**src/rtl/ysyx_22040931_lsu_if.sv**
```systemverilog
// Memory bus between the load/store unit (master) and the data memory (slave).
// One request at a time; a response pulse acknowledges writes and carries read data.
interface ysyx_22040931_lsu_if #(
  parameter int DATA_W = 64,
  parameter int ADDR_W = 32
);
  logic                  bus_req_valid;
  logic                  bus_req_ready;
  logic                  bus_req_wr;
  logic [ADDR_W-1:0]     bus_addr;
  logic [DATA_W-1:0]     bus_wdata;
  logic [DATA_W/8-1:0]   bus_wstrb;
  logic                  bus_rsp_valid;
  logic [DATA_W-1:0]     bus_rdata;

  modport master (
    output bus_req_valid, bus_req_wr, bus_addr, bus_wdata, bus_wstrb,
    input  bus_req_ready, bus_rsp_valid, bus_rdata
  );

  modport slave (
    input  bus_req_valid, bus_req_wr, bus_addr, bus_wdata, bus_wstrb,
    output bus_req_ready, bus_rsp_valid, bus_rdata
  );
endinterface

```
**src/rtl/ysyx_22040931_lsu.sv**
```systemverilog
// Multi-cycle load/store unit for the memory stage: lane alignment, write strobes,
// bus handshake, load extension and pass-through of non-memory instructions.
module ysyx_22040931_lsu #(
  parameter int DATA_W = 64,
  parameter int ADDR_W = 32,
  parameter int REG_W  = 5
) (
  input  logic               clk,
  input  logic               rst_n,
  input  logic               in_valid,
  output logic               in_ready,
  input  logic               in_w_ena,
  input  logic [REG_W-1:0]   in_w_addr,
  input  logic [DATA_W-1:0]  in_w_data,
  input  logic               in_mem_ena,
  input  logic               in_mem_wr,
  input  logic [2:0]         in_mem_op,
  input  logic [ADDR_W-1:0]  in_mem_addr,
  input  logic [DATA_W-1:0]  in_stor_data,
  input  logic [ADDR_W-1:0]  in_pc,
  input  logic [31:0]        in_instr,
  ysyx_22040931_lsu_if.master bus,
  output logic               out_valid,
  input  logic               out_ready,
  output logic               out_w_ena,
  output logic [REG_W-1:0]   out_w_addr,
  output logic [DATA_W-1:0]  out_w_data,
  output logic               out_exc,
  output logic [ADDR_W-1:0]  out_pc,
  output logic [31:0]        out_instr
);
  localparam int STRB_W = DATA_W / 8;
  localparam int OFF_W  = $clog2(STRB_W);

  typedef enum logic [1:0] {IDLE, REQ, WAIT, DONE} state_t;

  state_t state, next_state;

  logic                accept;
  logic                fault;
  logic                mem_go;
  logic [OFF_W-1:0]    in_off;
  logic [DATA_W-1:0]   st_mask;
  logic [STRB_W-1:0]   strb_base;
  logic [DATA_W-1:0]   st_data_sh;
  logic [STRB_W-1:0]   st_strb_sh;

  logic                req_wr_q;
  logic [ADDR_W-1:0]   addr_q;
  logic [DATA_W-1:0]   wdata_q;
  logic [STRB_W-1:0]   wstrb_q;
  logic [1:0]          ld_size;
  logic                ld_uns;
  logic [OFF_W-1:0]    ld_off;

  logic [DATA_W-1:0]   shifted;
  logic [DATA_W-1:0]   ld_mask;
  logic                ld_sbit;
  logic [DATA_W-1:0]   ld_val;

  assign accept = in_valid & in_ready;
  assign in_off = in_mem_addr[OFF_W-1:0];
  assign mem_go = in_mem_ena & ~fault;

  // Size decode: alignment fault, store byte mask and base strobe pattern
  always_comb begin
    fault     = 1'b0;
    st_mask   = '1;
    strb_base = '1;
    case (in_mem_op[1:0])
      2'd0: begin
        st_mask   = DATA_W'(64'hFF);
        strb_base = STRB_W'(8'h01);
      end
      2'd1: begin
        fault     = in_mem_addr[0];
        st_mask   = DATA_W'(64'hFFFF);
        strb_base = STRB_W'(8'h03);
      end
      2'd2: begin
        fault     = |in_mem_addr[1:0];
        st_mask   = DATA_W'(64'hFFFF_FFFF);
        strb_base = STRB_W'(8'h0F);
      end
      default: begin
        fault     = (DATA_W == 32) | (|in_mem_addr[2:0]);
        st_mask   = '1;
        strb_base = '1;
      end
    endcase
    st_data_sh = (in_stor_data & st_mask) << {in_off, 3'b000};
    st_strb_sh = strb_base << in_off;
  end

  always_ff @(posedge clk or negedge rst_n) begin
    if (!rst_n) state <= IDLE;
    else        state <= next_state;
  end

  always_comb begin
    next_state = state;
    case (state)
      IDLE: if (accept) next_state = mem_go ? REQ : DONE;
      REQ:  if (bus.bus_req_ready) next_state = WAIT;
      WAIT: if (bus.bus_rsp_valid) next_state = DONE;
      DONE: if (out_ready) next_state = IDLE;
      default: next_state = IDLE;
    endcase
  end

  always_comb begin
    in_ready          = (state == IDLE);
    bus.bus_req_valid = (state == REQ);
    out_valid         = (state == DONE);
  end

  // Right-align the addressed lane, then fill above the access size
  always_comb begin
    shifted = bus.bus_rdata >> {ld_off, 3'b000};
    ld_mask = '1;
    ld_sbit = 1'b0;
    case (ld_size)
      2'd0: begin ld_mask = DATA_W'(64'hFF);        ld_sbit = shifted[7];  end
      2'd1: begin ld_mask = DATA_W'(64'hFFFF);      ld_sbit = shifted[15]; end
      2'd2: begin ld_mask = DATA_W'(64'hFFFF_FFFF); ld_sbit = shifted[31]; end
      default: begin ld_mask = '1; ld_sbit = 1'b0; end
    endcase
    ld_val = (shifted & ld_mask) | ({DATA_W{~ld_uns & ld_sbit}} & ~ld_mask);
  end

  // Bus fields are only reloaded for accesses that actually go to the bus
  always_ff @(posedge clk or negedge rst_n) begin
    if (!rst_n) begin
      req_wr_q   <= 1'b0;
      addr_q     <= '0;
      wdata_q    <= '0;
      wstrb_q    <= '0;
      ld_size    <= 2'd0;
      ld_uns     <= 1'b0;
      ld_off     <= '0;
      out_w_ena  <= 1'b0;
      out_w_addr <= '0;
      out_w_data <= '0;
      out_exc    <= 1'b0;
      out_pc     <= '0;
      out_instr  <= '0;
    end else if (accept) begin
      if (mem_go) begin
        req_wr_q <= in_mem_wr;
        addr_q   <= {in_mem_addr[ADDR_W-1:OFF_W], {OFF_W{1'b0}}};
        wdata_q  <= in_mem_wr ? st_data_sh : '0;
        wstrb_q  <= in_mem_wr ? st_strb_sh : '0;
      end
      ld_size    <= in_mem_op[1:0];
      ld_uns     <= in_mem_op[2];
      ld_off     <= in_off;
      out_w_ena  <= in_w_ena & ~(in_mem_ena & (fault | in_mem_wr));
      out_w_addr <= in_w_addr;
      out_w_data <= (mem_go & in_mem_wr) ? '0 : in_w_data;
      out_exc    <= in_mem_ena & fault;
      out_pc     <= in_pc;
      out_instr  <= in_instr;
    end else if (state == WAIT && bus.bus_rsp_valid && !req_wr_q) begin
      out_w_data <= ld_val;
    end
  end

  assign bus.bus_req_wr = req_wr_q;
  assign bus.bus_addr   = addr_q;
  assign bus.bus_wdata  = wdata_q;
  assign bus.bus_wstrb  = wstrb_q;
endmodule

```
**src/flat_wrapper.sv**
```systemverilog
// flat-port wrapper written by rule: the top's interface ports become plain ports
module ysyx_22040931_lsu_flat 
#(
  parameter int DATA_W = 64,
  parameter int ADDR_W = 32,
  parameter int REG_W  = 5
)
  (clk, rst_n, in_valid, in_ready, in_w_ena, in_w_addr, in_w_data, in_mem_ena, in_mem_wr, in_mem_op, in_mem_addr, in_stor_data, in_pc, in_instr, out_valid, out_ready, out_w_ena, out_w_addr, out_w_data, out_exc, out_pc, out_instr, bus_bus_req_valid, bus_bus_req_wr, bus_bus_addr, bus_bus_wdata, bus_bus_wstrb, bus_bus_req_ready, bus_bus_rsp_valid, bus_bus_rdata);
  ysyx_22040931_lsu_if #(.DATA_W(DATA_W), .ADDR_W(ADDR_W)) bus_i ();
  input  logic clk;
  input  logic rst_n;
  input  logic in_valid;
  output logic in_ready;
  input  logic in_w_ena;
  input  logic [REG_W-1:0] in_w_addr;
  input  logic [DATA_W-1:0] in_w_data;
  input  logic in_mem_ena;
  input  logic in_mem_wr;
  input  logic [2:0] in_mem_op;
  input  logic [ADDR_W-1:0] in_mem_addr;
  input  logic [DATA_W-1:0] in_stor_data;
  input  logic [ADDR_W-1:0] in_pc;
  input  logic [31:0] in_instr;
  output logic out_valid;
  input  logic out_ready;
  output logic out_w_ena;
  output logic [REG_W-1:0] out_w_addr;
  output logic [DATA_W-1:0] out_w_data;
  output logic out_exc;
  output logic [ADDR_W-1:0] out_pc;
  output logic [31:0] out_instr;
  output wire logic [$bits(bus_i.bus_req_valid)-1:0] bus_bus_req_valid;
  output wire logic [$bits(bus_i.bus_req_wr)-1:0] bus_bus_req_wr;
  output wire logic [$bits(bus_i.bus_addr)-1:0] bus_bus_addr;
  output wire logic [$bits(bus_i.bus_wdata)-1:0] bus_bus_wdata;
  output wire logic [$bits(bus_i.bus_wstrb)-1:0] bus_bus_wstrb;
  input wire logic [$bits(bus_i.bus_req_ready)-1:0] bus_bus_req_ready;
  input wire logic [$bits(bus_i.bus_rsp_valid)-1:0] bus_bus_rsp_valid;
  input wire logic [$bits(bus_i.bus_rdata)-1:0] bus_bus_rdata;
  assign bus_bus_req_valid = bus_i.bus_req_valid;
  assign bus_bus_req_wr = bus_i.bus_req_wr;
  assign bus_bus_addr = bus_i.bus_addr;
  assign bus_bus_wdata = bus_i.bus_wdata;
  assign bus_bus_wstrb = bus_i.bus_wstrb;
  assign bus_i.bus_req_ready = bus_bus_req_ready;
  assign bus_i.bus_rsp_valid = bus_bus_rsp_valid;
  assign bus_i.bus_rdata = bus_bus_rdata;
  ysyx_22040931_lsu #(.DATA_W(DATA_W), .ADDR_W(ADDR_W), .REG_W(REG_W)) u_core (.clk(clk), .rst_n(rst_n), .in_valid(in_valid), .in_ready(in_ready), .in_w_ena(in_w_ena), .in_w_addr(in_w_addr), .in_w_data(in_w_data), .in_mem_ena(in_mem_ena), .in_mem_wr(in_mem_wr), .in_mem_op(in_mem_op), .in_mem_addr(in_mem_addr), .in_stor_data(in_stor_data), .in_pc(in_pc), .in_instr(in_instr), .bus(bus_i), .out_valid(out_valid), .out_ready(out_ready), .out_w_ena(out_w_ena), .out_w_addr(out_w_addr), .out_w_data(out_w_data), .out_exc(out_exc), .out_pc(out_pc), .out_instr(out_instr));
endmodule
```
**config.mk**
```make
export PLATFORM = sky130hd
export DESIGN_NAME = ysyx_22040931_lsu_flat
export DESIGN_NICKNAME = d
export VERILOG_FILES = /design/src/rtl/ysyx_22040931_lsu_if.sv /design/src/rtl/ysyx_22040931_lsu.sv /design/src/flat_wrapper.sv
export SDC_FILE = /design/constraint.sdc
export NUM_CORES = 1
export LEC_CHECK = 0
export CORE_AREA = 2 2 216 218
export CTS_CLUSTER_SIZE = 28
export DETAILED_ROUTE_END_ITERATION = 6
export DIE_AREA = 0 0 218 220
export GPL_TIMING_DRIVEN = 0
export HOLD_SLACK_MARGIN = 0.06
export SYNTH_ARGS = -nofsm -noshare
export SYNTH_HDL_FRONTEND = slang
export SYNTH_SLANG_ARGS = --single-unit
```
**constraint.sdc**
```tcl
create_clock -name clk -period 5.9 [get_ports clk]
set_clock_uncertainty 0.2 [all_clocks]
set_input_delay 0.885 -clock clk [delete_from_list [all_inputs] [get_ports clk]]
set_output_delay 0.885 -clock clk [all_outputs]
set_load 0.005 [all_outputs]
```
==> run summary, run 1 <==
Run status = complete, but fails checks
Violated checks = DRC
Initial drt markers = 1043
Critical Path AT = 3.79 ns
CP Max Fanout = 10
Leak = 8.575 nW
# diodes = 0
Post-route cell area = 0.02058 mm^2
Worst-path clk slew = 0.06 ns
Fill count = 4536
Dpl ws = 1.676 ns
Final setup fails = 0
F_max = 0.2808 GHz
CTS tree = yes
# rows = 79
Die area = 0.04796 mm^2
Post-DR wirelength/cell = 24.73 um
Largest net degree at the start of global routing = 114
Post-layout util = 44.87%
Count of final hold-check violations = 0
IO Pins = 548
Critical Path Source Type = flop
Crit share post-route = 60.35%
EDFF count, synth = 0
CTS Buf Count = 30
Grt ovf = 0
Die outline width = 218 um
Final WL = 66210 um
CTS sink cnt = 245
Hold path start = u_core.out_pc[17]
Number of synthesized register bits = 245
Unique masters post-synth = 70
Fin Hold WS = 0.2688 ns
First-pass GRT wire length = 95450 um
Peak VDD IR = 0.0002744 V
Max cap viols = 0
Rel. slew slack = 23.78%
CP Capture Type = flop
Synth Instances = 1474
Port bufs = 539
Register area share after synthesis = 45.78%
Gp weighted congestion = 0.9566
Root Buffer = clkbuf_16
Synth Cell Area = 0.01339 mm^2
Post-CTS resize count = 0
Commonest non-fill, non-tap cell in the layout = clkdlybuf4s50_1
Die Y = 220 um
DRT antenna net count = 0
Cell area after placement = 0.01961 mm^2
Hpwl dp = 52660 um
Initial antenna violation count = 3
Worst R2R Start = u_core.state[0]
Tmin final = 3.561 ns
DR vias/cell = 5.277
Tot Pwr = 9.334 mW
Starting Density = 29.20%
TritonRoute pass-1 iters = 7
CP startpoint = u_core.state[0]
Final worst slack = 2.339 ns
Async SR Flop Fraction = 100.0%
Clock latency on the worst-skew pair = 0.58 ns
Commonest cells after routing, fill and taps aside = clkdlybuf4s50_1 (538), nand2_1 (370), dfrtp_1 (245), o21ai_0 (134), clkbuf_1 (87)
Tightest Pin Transition = 1.135 ns
Area Growth Syn to Fin = 53.67%
Final Slew Violations = 0
WP data required = 6.13 ns
RSZ-0062 raised after global routing = no
Ys flop type = dfrtp_1
DRC violations left = 4
Sum of negative setup slack = 0 ns
Final non-filler cell total = 2677
# H-tree levels = 1
GRT Total Usage = 26.72%
Placed insts = 2624
Number of global-route vias before repair = 14480
Critical path type = flop to flop
Post-layout net count = 2359
Longest Clk Path Bufs = 3
Core area = 0.04586 mm^2
Power Density = 453.6 mW/mm^2
Ys Warns = 0
Avg Inst Size Synth = 9.085 um^2
Share of layout cells above drive strength 1 = 10.00%
Hold Crit Class = flop to flop
Via Count = 14130
[Yosys cell counts (all sizes together), types with 11 or more instances]
| master | number | area share [%] |
|---|---|---|
| nand2 | 370 | 10 |
| nor3 | 60 | 2.3 |
| inv | 11 | 0.31 |
| dfrtp | 245 | 46 |
| o21ai | 135 | 5.0 |
| a211oi | 41 | 3.5 |
| clkbuf | 80 | 2.2 |
| a22o | 33 | 2.2 |
| nand3 | 15 | 0.56 |
| nor2 | 60 | 1.7 |
| mux2i | 59 | 4.4 |
| a311oi | 14 | 0.92 |
| buf | 50 | 2.2 |
| a21oi | 82 | 3.1 |
| mux2 | 68 | 5.8 |
[power breakdown]
| part | switching, mW | leakage, nW | internal, mW |
|---|---|---|---|
| registers | 0.437 | 3.08 | 2.40 |
| clock network | 0.758 | 0.463 | 1.04 |
| logic | 2.32 | 5.04 | 2.38 |
[what timing repair did]
item | 4_1_cts | 5_1_grt
endpoints found under the hold margin | 26 | 0
hold buffers | 1 | 0
setup buffers | 0 | 0
[critical path, stage by stage, from the launching register on]
cell      delay, ns
dfrtp_1        0.41
inv_1          0.10
ha_1           0.28
and2_1         0.22
clkbuf_1       0.59
nand3_1        0.59
clkbuf_1       0.42
clkbuf_1       0.35
nand2_1        0.16
o31ai_1        0.09
[final timing paths]
kind / endpoint / slack, ns / depth (start not counted)
worst max-delay path: u_core.bus.bus_wdata[58] / 2.34 / 9
max in group asynchronous: u_core.out_pc[19] / 4.06 / 3
worst min-delay path: u_core.out_pc[17] / 0.27 / 2
worst min register to register: u_core.out_pc[17] / 0.27 / 2
worst max register to register: u_core.bus.bus_wdata[58] / 2.34 / 9
min in group asynchronous: u_core.bus.bus_wdata[0] / 0.56 / 2
[layer usage]
metal / up-vias / global-route usage (%) / part of all wire [%]
met5: - / 0 / 0.057
met4: 6 / 9.410 / 3.5
met3: 115 / 6.515 / 8.2
met2: 665 / 46.05 / 49
met1: 6955 / 32.42 / 40
li1: 6386 / - / -
[kinds of logic (layout without fill, tap and decap cells)]
kind of cell,Yosys count,count (layout),synth area share [%]
AND/OR/NAND/NOR,549,549,17.32
AO/OA/AOI/OAI,404,404,21.05
multiplexers,130,130,10.69
flip-flops,245,245,45.78
adder cells (fa/ha/maj),4,4,0.3737
buffers and inverters,141,735,4.756
other,1,3,0.02800
[registers in the layout (all words and copies together), names as in the netlist]
name	flops
u_core.bus.bus_wdata	64
u_core.out_w_addr	5
u_core.out_w_data	64
u_core.ld_uns	1
u_core.bus.bus_addr	29
u_core.out_exc	1
u_core.out_pc	32
u_core.bus.bus_wstrb	8
u_core.state	2
u_core.out_w_ena	1
u_core.out_instr	32
u_core.ld_off	3
u_core.ld_size	2
u_core.bus.bus_req_wr	1
[cell type report]
type	instances	area (um^2)	share of cell area, %
inverters	11	41.29	0.2006
flip-flops and latches	245	6131	29.79
well taps	607	759.5	3.691
multi-input cells	1090	6631	32.22
plain buffers	130	595.6	2.894
clock inverters	10	108.9	0.5290
repair buffers	542	5465	26.56
clock buffers	42	845.8	4.110
No activity file was read; power rests on OpenSTA's default activity.
==> run 2, diff against run 1 <==
--- a/config.mk
+++ b/config.mk
@@ -5,10 +5,10 @@
 export SDC_FILE = /design/constraint.sdc
 export NUM_CORES = 1
 export LEC_CHECK = 0
-export CORE_AREA = 2 2 216 218
+export CORE_AREA = 2 2 212 214
 export CTS_CLUSTER_SIZE = 28
 export DETAILED_ROUTE_END_ITERATION = 6
-export DIE_AREA = 0 0 218 220
+export DIE_AREA = 0 0 214 216
 export GPL_TIMING_DRIVEN = 0
 export HOLD_SLACK_MARGIN = 0.06
 export SYNTH_ARGS = -nofsm -noshare
==> constraint.sdc (replaced) <==
create_clock -name clk -period 3.67 [get_ports clk]
set_clock_uncertainty 0.2 [all_clocks]
set_input_delay 0.5505 -clock clk [delete_from_list [all_inputs] [get_ports clk]]
set_output_delay 0.5505 -clock clk [all_outputs]
set_load 0.005 [all_outputs]
==> run 2 against run 1 <==
Effect of this change:
- the run now ends clean
- cell area rose by 0.55%
- power rose by 63%
- fmax rose by 4.7%
- final cell count fell by 0.26%
- die area fell by 3.6%
- largest cell class unchanged
==> run summary, run 2 (synthesis results as in run 1) <==
Clock latency on the worst-skew pair = 0.58 ns
Crit share post-route = 92.63%
Tightest Pin Transition = 1.146 ns
Fin Hold WS = 0.1776 ns
Critical path type = flop to flop
Via Count = 14220
Longest Clk Path Bufs = 3
Root Buffer = clkbuf_16
Largest net degree at the start of global routing = 65
Cell area after placement = 0.01962 mm^2
Die Y = 216 um
CP Capture Type = flop
IO Pins = 548
Post-layout net count = 2360
Commonest non-fill, non-tap cell in the layout = clkdlybuf4s50_1
Post-DR wirelength/cell = 24.99 um
DRC violations left = 0
RSZ-0062 raised after global routing = no
Sw Ratio = 37.06%
Initial antenna violation count = 6
# rows = 77
Rel. slew slack = 23.01%
Area Growth Syn to Fin = 54.51%
Critical Path Source Type = flop
Final Slew Violations = 0
First-pass GRT wire length = 97430 um
Final worst slack = 0.2705 ns
CTS sink cnt = 245
Final non-filler cell total = 2670
WP data required = 3.91 ns
Final setup fails = 0
Initial drt markers = 1127
M1 GR Usage = 33.68%
Gp weighted congestion = 0.9290
CTS tree = yes
Power Density = 736.7 mW/mm^2
Sum of negative setup slack = 0 ns
Tmin final = 3.399 ns
Hpwl dp = 53050 um
Die area = 0.04622 mm^2
Tot Pwr = 15.24 mW
Comb power frac = 49.3%
Count of final hold-check violations = 0
Share of layout cells above drive strength 1 = 10.41%
Psw = 5.649 mW
Sequential share of power = 30.0%
Met3 Use GR = 6.202%
Peak VDD IR = 0.0003910 V
Hold Crit Class = input pin to flop
Max cap viols = 0
Leak = 8.643 nW
Starting Density = 30.55%
Commonest cells after routing, fill and taps aside = clkdlybuf4s50_1 (538), nand2_1 (370), dfrtp_1 (245), o21ai_0 (134), clkbuf_1 (84)
DRT antenna net count = 0
Port bufs = 539
Worst-path clk slew = 0.06 ns
Int Pwr = 9.593 mW
Postcts setup bufs = 0
Final WL = 66740 um
Grt ovf = 0
Clock Power Share = 20.7%
Number of global-route vias before repair = 14830
# H-tree levels = 1
Placed insts = 2610
F_max = 0.2942 GHz
Die outline width = 214 um
TritonRoute pass-1 iters = 6
M2 GR Usage = 48.87%
Post-layout util = 47.20%
Top Usage Layer GRT = met2
GRT Total Usage = 28.00%
CP Max Fanout = 10
DR vias/cell = 5.324
Dpl ws = -0.2314 ns
Core area = 0.04384 mm^2
Post-route cell area = 0.02069 mm^2
CTS Buf Count = 30
Run status = completed
Critical Path AT = 3.64 ns
run 2: changes by cell type in the layout (fill, tap and decap cells not counted), moves of 2 or more:
cell	change
bufinv_16	+2
clkbuf_1	-3
clkbuf_8	+3
clkinv_2	+3
diode_2	+3
run 2: routing by layer:
layer	vias to the layer above	wire (um)
met5	-	21
met4	4	2756
met3	138	5378
met2	736	32640
met1	6946	25940
li1	6392	-
run 2: final cells by class:
class | count | area (um^2)
clock buffer | 43 | 900.9
fill | 4249 | 23140
buffer | 130 | 595.6
tap | 592 | 740.7
multi-input combinational | 1090 | 6636
timing repair buffer | 543 | 5493
inverter | 11 | 41.29
clock inverter | 13 | 145.1
sequential | 245 | 6131
antenna | 3 | 7.507
run 2: worst max-delay path, cell delays in order, from the launching register on:
cell,delay [ns]
dfrtp_1,0.39
inv_1,0.11
ha_1,0.28
and2_1,0.21
clkbuf_1,0.56
nand3_2,0.41
clkbuf_1,0.49
clkbuf_1,0.39
nand2_1,0.16
o31ai_1,0.07
run 2: worst paths after layout:
check / start / to / slack [ns] / cells past startpoint
max reg2reg: u_core.state[1] / u_core.bus.bus_wstrb[3] / 0.27 / 9
min: in_mem_ena / u_core.out_exc / 0.18 / 3
min reg2reg: u_core.bus.bus_wdata[44] / u_core.bus.bus_wdata[44] / 0.27 / 2
min in group asynchronous: rst_n / u_core.bus.bus_wdata[1] / 0.28 / 2
max in group asynchronous: rst_n / u_core.out_pc[18] / 1.90 / 4
max: u_core.state[1] / u_core.bus.bus_wstrb[3] / 0.27 / 9
run 2: what timing repair did:
| action | 4_1_cts | 5_1_grt |
|---|---|---|
| setup endpoints to repair | 0 | 39 |
| resized for setup | 0 | 1 |
| hold endpoints to repair | 58 | 0 |
| hold buffers | 1 | 0 |
run 2: power by group through the flow:
stage	logic, mW	registers, mW	clock network (mW)
final	7.52	4.57	3.15
after floorplan	3.33	4.57	0
after CTS	7.54	4.56	3.24
after detailed placement	7.51	4.59	0
after global placement	7.43	4.57	0
after global routing	8.08	4.69	3.35
